File: config.mk
export PLATFORM = sky130hd
export DESIGN_NAME = uart_tx_buffer
export DESIGN_NICKNAME = d
export VERILOG_FILES = /design/src/rtl/uart_pkg.sv /design/src/rtl/uart_fifo_mem.sv /design/src/rtl/uart_tx_buffer.sv
export SDC_FILE = /design/constraint.sdc
export NUM_CORES = 1
export LEC_CHECK = 0
export CORE_MARGIN = 2
export CORE_UTILIZATION = 59
export CTS_CLUSTER_DIAMETER = 120
export DETAILED_ROUTE_END_ITERATION = 8
export PLACE_DENSITY = 0.78
export SLEW_MARGIN = 20
export SYNTH_ARGS = -nofsm -noshare
export SYNTH_HDL_FRONTEND = slang
export SYNTH_SLANG_ARGS = --single-unit
export TNS_END_PERCENT = 10
File: constraint.sdc
create_clock -name i_Clock -period 2.81 [get_ports i_Clock]
set_clock_uncertainty 0.05 [all_clocks]
set_input_delay 0.281 -clock i_Clock [delete_from_list [all_inputs] [get_ports i_Clock]]
set_output_delay 0.281 -clock i_Clock [all_outputs]
set_load 0.01 [all_outputs]
File: src/rtl/uart_pkg.sv
// Shared constants for the UART transmit buffer: FSM encoding, byte width, default depth.
`timescale 1ns/1ps

package uart_pkg;

    localparam int BYTE_W        = 8;
    localparam int DEFAULT_DEPTH = 16;

    // Legacy-compatible 2-bit state encoding.
    localparam logic [1:0] ST_IDLE      = 2'd0;
    localparam logic [1:0] ST_WAIT_DONE = 2'd1;
    localparam logic [1:0] ST_GAP       = 2'd2;

endpackage

File: src/rtl/uart_fifo_mem.sv
// Dual-port register array backing the transmit FIFO: synchronous write, asynchronous read.
`timescale 1ns/1ps

module uart_fifo_mem
    import uart_pkg::*;
#(
    parameter int DEPTH = DEFAULT_DEPTH,
    parameter int WIDTH = BYTE_W
) (
    input  logic                     clk,
    input  logic                     wr_en,
    input  logic [$clog2(DEPTH)-1:0] wr_addr,
    input  logic [WIDTH-1:0]         wr_data,
    input  logic [$clog2(DEPTH)-1:0] rd_addr,
    output logic [WIDTH-1:0]         rd_data
);

    logic [WIDTH-1:0] mem [DEPTH];

    always_ff @(posedge clk) begin
        if (wr_en) begin
            mem[wr_addr] <= wr_data;
        end
    end

    assign rd_data = mem[rd_addr];

endmodule

File: src/rtl/uart_tx_buffer.sv
// Byte FIFO feeding a UART serializer with an IDLE/WAIT_DONE/GAP launch FSM.
// Define UART_TX_BUFFER_OVF_CNT_EN to add the saturating o_Ovf_Count drop counter.
`timescale 1ns/1ps

module uart_tx_buffer
    import uart_pkg::*;
#(
    parameter int DEPTH = DEFAULT_DEPTH
) (
    input  logic                     i_Clock,
    input  logic                     i_Rst_L,
    input  logic                     i_Wr_DV,
    input  logic [BYTE_W-1:0]        i_Wr_Byte,
    output logic                     o_TX_DV,
    output logic [BYTE_W-1:0]        o_TX_Byte,
    input  logic                     i_TX_Active,
    input  logic                     i_TX_Done,
    output logic [$clog2(DEPTH):0]   o_Count,
    output logic                     o_Full,
    output logic                     o_Empty,
    input  logic                     i_Clr_Ovf,
    output logic                     o_Overflow
`ifdef UART_TX_BUFFER_OVF_CNT_EN
   ,output logic [7:0]               o_Ovf_Count
`endif
);

    localparam int AW = $clog2(DEPTH);
    localparam int CW = AW + 1;
    localparam logic [CW-1:0] FULL_COUNT = CW'(DEPTH);

    logic [1:0]        state;
    logic [AW-1:0]     wr_ptr;
    logic [AW-1:0]     rd_ptr;
    logic [CW-1:0]     count;
    logic [BYTE_W-1:0] head;
    logic              pop;
    logic              push;
    logic              drop;

    assign o_Count = count;
    assign o_Empty = (count == '0);
    assign o_Full  = (count == FULL_COUNT);

    // A pop frees a slot on the same edge, so a write while full still lands.
    assign pop  = (state == ST_IDLE) && !o_Empty && !i_TX_Active;
    assign push = i_Wr_DV && (!o_Full || pop);
    assign drop = i_Wr_DV && o_Full && !pop;

    uart_fifo_mem #(
        .DEPTH (DEPTH),
        .WIDTH (BYTE_W)
    ) u_mem (
        .clk     (i_Clock),
        .wr_en   (push),
        .wr_addr (wr_ptr),
        .wr_data (i_Wr_Byte),
        .rd_addr (rd_ptr),
        .rd_data (head)
    );

    always_ff @(posedge i_Clock or negedge i_Rst_L) begin
        if (!i_Rst_L) begin
            wr_ptr    <= '0;
            rd_ptr    <= '0;
            count     <= '0;
            o_TX_DV   <= 1'b0;
            o_TX_Byte <= '0;
            state     <= ST_IDLE;
        end else begin
            o_TX_DV <= 1'b0;
            if (push) begin
                wr_ptr <= wr_ptr + AW'(1);
            end
            if (pop) begin
                rd_ptr    <= rd_ptr + AW'(1);
                o_TX_Byte <= head;
                o_TX_DV   <= 1'b1;
            end
            case ({push, pop})
                2'b10:   count <= count + CW'(1);
                2'b01:   count <= count - CW'(1);
                default: ;
            endcase
            case (state)
                ST_IDLE:      if (pop) state <= ST_WAIT_DONE;
                ST_WAIT_DONE: if (i_TX_Done) state <= ST_GAP;
                ST_GAP:       state <= ST_IDLE;
                default:      state <= ST_IDLE;
            endcase
        end
    end

    // A drop on the same edge as a clear leaves the flag set.
    always_ff @(posedge i_Clock or negedge i_Rst_L) begin
        if (!i_Rst_L) begin
            o_Overflow <= 1'b0;
        end else if (drop) begin
            o_Overflow <= 1'b1;
        end else if (i_Clr_Ovf) begin
            o_Overflow <= 1'b0;
        end
    end

`ifdef UART_TX_BUFFER_OVF_CNT_EN
    always_ff @(posedge i_Clock or negedge i_Rst_L) begin
        if (!i_Rst_L) begin
            o_Ovf_Count <= '0;
        end else if (drop) begin
            if (i_Clr_Ovf) begin
                o_Ovf_Count <= 8'd1;
            end else if (o_Ovf_Count != 8'hFF) begin
                o_Ovf_Count <= o_Ovf_Count + 8'd1;
            end
        end else if (i_Clr_Ovf) begin
            o_Ovf_Count <= '0;
        end
    end
`else
    // Drop counter not built; o_Overflow alone records dropped writes.
`endif

endmodule

==> flow_metrics.py <==
metrics = {
    "die": {
        "chipHeight_um": 107,
        "row_count": 37,
        "ios": 31,
        "die_area_mm2": 0.0115,
        "fp.coreArea_mm2": 0.0103,
        "initial_core_util_pct": 60.8,
        "die_w_um": 107,
    },
    "pwr": {
        "power_density_mw_per_mm2": 1010,
        "vdd_drop_max_mv": 0.691,
        "power_leakage_uw": 0.00262,
    },
    "synth": {
        "syn_inst": 329,
        "synth_flop_cell": "edfxtp_1",
        "ys_seq_elements": 153,
        "synth_compound_area_share_pct": 4.63,
        "ys_types": 46,
        "synth_edf_count": 128,
        "syn_nets": 352,
        "ys_seq_area_share_pct": 71.3,
        "synthSimpleGateAreaFrac_pct": 4.49,
        "ys_warn_count": 0,
        "synthAdderAreaFrac_pct": 1.92,
        "muxShareOfSynthArea_pct": 14.0,
        "netlist_area_mm2": 0.00627,
        "synth_xor_xnor_area_share_pct": 1.26,
        "synth_top_family_by_area": "multiplexers",
        "synth_area_per_cell_um2": 19.1,
        "async_reset_ff_share_pct": 16.3,
    },
    "critical_path": {
        "crit_chain": "nor4_4, a211oi_2, buf_4, fa_1, a21o_1, a21oi_1, mux2_2, o211ai_1",
        "cp-start-kind": "flop",
        "cp_top_family": "compound AO/OA/AOI/OAI gates",
        "critPathSlowestCell": "dfrtp_1",
        "r2r_start": "o_Count[1]",
        "worstPathRequired_ns": 3.19,
        "cpPeakStageDelay_ns": 0.46,
        "path_buf_inv": 1,
        "critPathArrivalTime_ns": 3.03,
        "end_kind": "flop",
        "reg2reg_setup_slack_ns": 0.16,
        "rr_endpoint": "o_Count[4]",
        "reg2reg_depth": 8,
        "crit_type": "reg -> reg",
        "cp_max_fo": 6,
    },
    "sta": {
        "finalSetupViolCount": 0,
        "tightest_slew_ns": 0.879,
        "relSlewSlack_pct": 41.4,
        "layout_min_cycle_time_ns": 2.65,
        "rsz0062_at_grt": "false",
        "hold_violations": 0,
        "whs_ns": 0.0920,
        "fmax_mhz": 377,
        "fin_crit_sh_pct": 94.4,
        "slew_violations": 0,
        "tns_ns": 0,
    },
    "cts": {
        "post-cts-setup-buffers": 0,
        "h-tree-depth": 4,
        "cts_inserted_buffers": 17,
        "cts.reportedPaths.clkPinSlew_ns": 0.06,
        "cts-root-buf": "clkbuf_8",
        "cts_sinks": 153,
        "tritoncts": "done",
        "clock_latency_ns": 0.52,
        "cts.path.max_buffers": 2,
    },
    "grt": {
        "grt_pass1_wl_um": 18400,
        "grt_usage_pct": 22.6,
        "grt_max_degree": 26,
        "grt_pass1_vias": 3288,
        "antenna_found_initial": 1,
        "grt_overflow_total": 0,
    },
    "drt": {
        "remaining_drc_errors": 0,
        "wl_per_cell_um": 21.8,
        "drt_iter0_markers": 382,
        "wl_um": 11600,
        "ant_nets": 0,
        "num_vias": 3197,
        "drt-pass1-iter-count": 4,
        "routed_via_density": 5.99,
    },
    "run_status": {
        "status": "complete, no violations",
    },
    "placed_design": {
        "port-buffer-count": 30,
        "gp_congestion": 0.823,
        "dp_cells": 501,
        "place_area_mm2": 0.00681,
        "dp_hpwl_um": 7500,
    },
    "layout": {
        "multi_input_area_mm2": 0.00166,
        "final_nets": 407,
        "area.growth.synth_to_final_pct": 17.3,
        "final_util_pct": 71.3,
        "instances_no_fill": 534,
        "post-route-cell-area_mm2": 0.00736,
        "fillCellCount": 621,
        "ff_latch_area_mm2": 0.00447,
        "drive_above_1_share_pct": 20.4,
    },
    "min_path": {
        "hold_path.class": "in -> async",
    },
    "flow_run": {
        "cap_violations": 0,
    },
}
[report_power, final]
part / leakage, µW / internal [µW] / switching [µW] / total, µW
clock: 0.000260 / 1220 / 813 / 2030
combinational: 0.000898 / 1190 / 992 / 2180
sequential: 0.00146 / 2820 / 397 / 3220
[final cells by class]
cell class,count,share of cell area [%]
clock buffer,24,6.26
tap,136,2.31
sequential,153,60.8
multi-input combinational,148,22.5
antenna,1,0.0340
inverter,12,0.612
timing repair buffer,52,6.50
clock inverter,8,1.00
[cells by family after synthesis]
kind of cell | Yosys count
flip-flops | 153
AND/OR/NAND/NOR | 48
multiplexers | 44
AO/OA/AOI/OAI | 38
buffers and inverters | 28
XOR/XNOR | 9
adder cells (fa/ha/maj) | 9
[how the worst max path moves through the flow]
stage / from / to / slack (ns) / depth (start not counted)
after floorplan: o_Count[0] / o_Count[4] / 0.31 / 7
after global placement: i_TX_Active / o_Count[4] / 0.11 / 8
after detailed placement: i_TX_Active / o_Count[4] / 0.03 / 8
after CTS: o_Count[1] / o_Count[4] / 0.11 / 8
after global routing: o_Count[1] / o_Count[4] / 0.0008 / 8
final: o_Count[1] / o_Count[4] / 0.16 / 8
[Yosys cell counts, types with 3 or more instances]
cell type | n | share of area, %
dfrtp_1 | 25 | 10
a211o_1 | 8 | 1.1
nor2b_1 | 8 | 0.80
and2_1 | 12 | 1.2
nor2_1 | 6 | 0.36
buf_4 | 3 | 0.36
clkbuf_1 | 3 | 0.18
a22o_1 | 8 | 1.1
inv_1 | 11 | 0.66
mux2i_1 | 8 | 1.3
mux4_1 | 8 | 3.4
nand2_1 | 9 | 0.54
mux4_2 | 24 | 8.6
edfxtp_1 | 128 | 61
mux2_1 | 3 | 0.54
xnor2_1 | 8 | 1.1
ha_1 | 8 | 1.6
a21oi_1 | 10 | 0.80
buf_2 | 4 | 0.32
[what timing repair did]
item,4_1_cts,5_1_grt
hold endpoints to repair,0,0
endpoints found under the setup margin,0,1
hold buffers,0,0
gates resized for setup,0,1
[through the flow]
stage,worst slack (ns),power (µW)
after floorplan,0.310,4680
after global placement,0.107,5360
after detailed placement,0.0291,5430
after CTS,0.113,7480
after global routing,0.000831,7800
final,0.156,7430
[registers in the layout (all words and copies together), names as in the netlist]
signal      cells
state           2
o_TX_DV         1
o_Count         5
o_TX_Byte       8
rd_ptr          4
wr_ptr          4
u_mem.mem     128
o_Overflow      1
[layer usage]
metal,vias to the layer above,GRT usage [%],share of wire (%)
li1,1419,-,-
met1,1651,31.1,40
met2,113,35.6,52
met3,14,6.32,6.8
met4,0,7.33,1.4
met5,-,0,0
[placed cells by master, fill, tap and decap left out, types with 2 or more instances in the layout]
cell type / n
a22o_1: 8
nand2_1: 9
buf_4: 21
a211o_1: 8
a21o_1: 2
clkinv_2: 3
clkdlybuf4s50_1: 30
nor2b_1: 8
clkinv_4: 2
a21oi_1: 10
or3_1: 2
and2_1: 12
edfxtp_1: 128
inv_1: 11
dfrtp_1: 24
a31oi_2: 2
mux4_2: 24
xnor2_1: 8
clkbuf_16: 16
nand4_1: 2
mux2i_1: 8
o21ai_0: 2
clkbuf_1: 5
ha_1: 8
mux4_1: 8
o211ai_1: 2
clkbuf_8: 3
mux2_1: 3
nor2_1: 6
No activity file was read; power rests on OpenSTA's default activity.
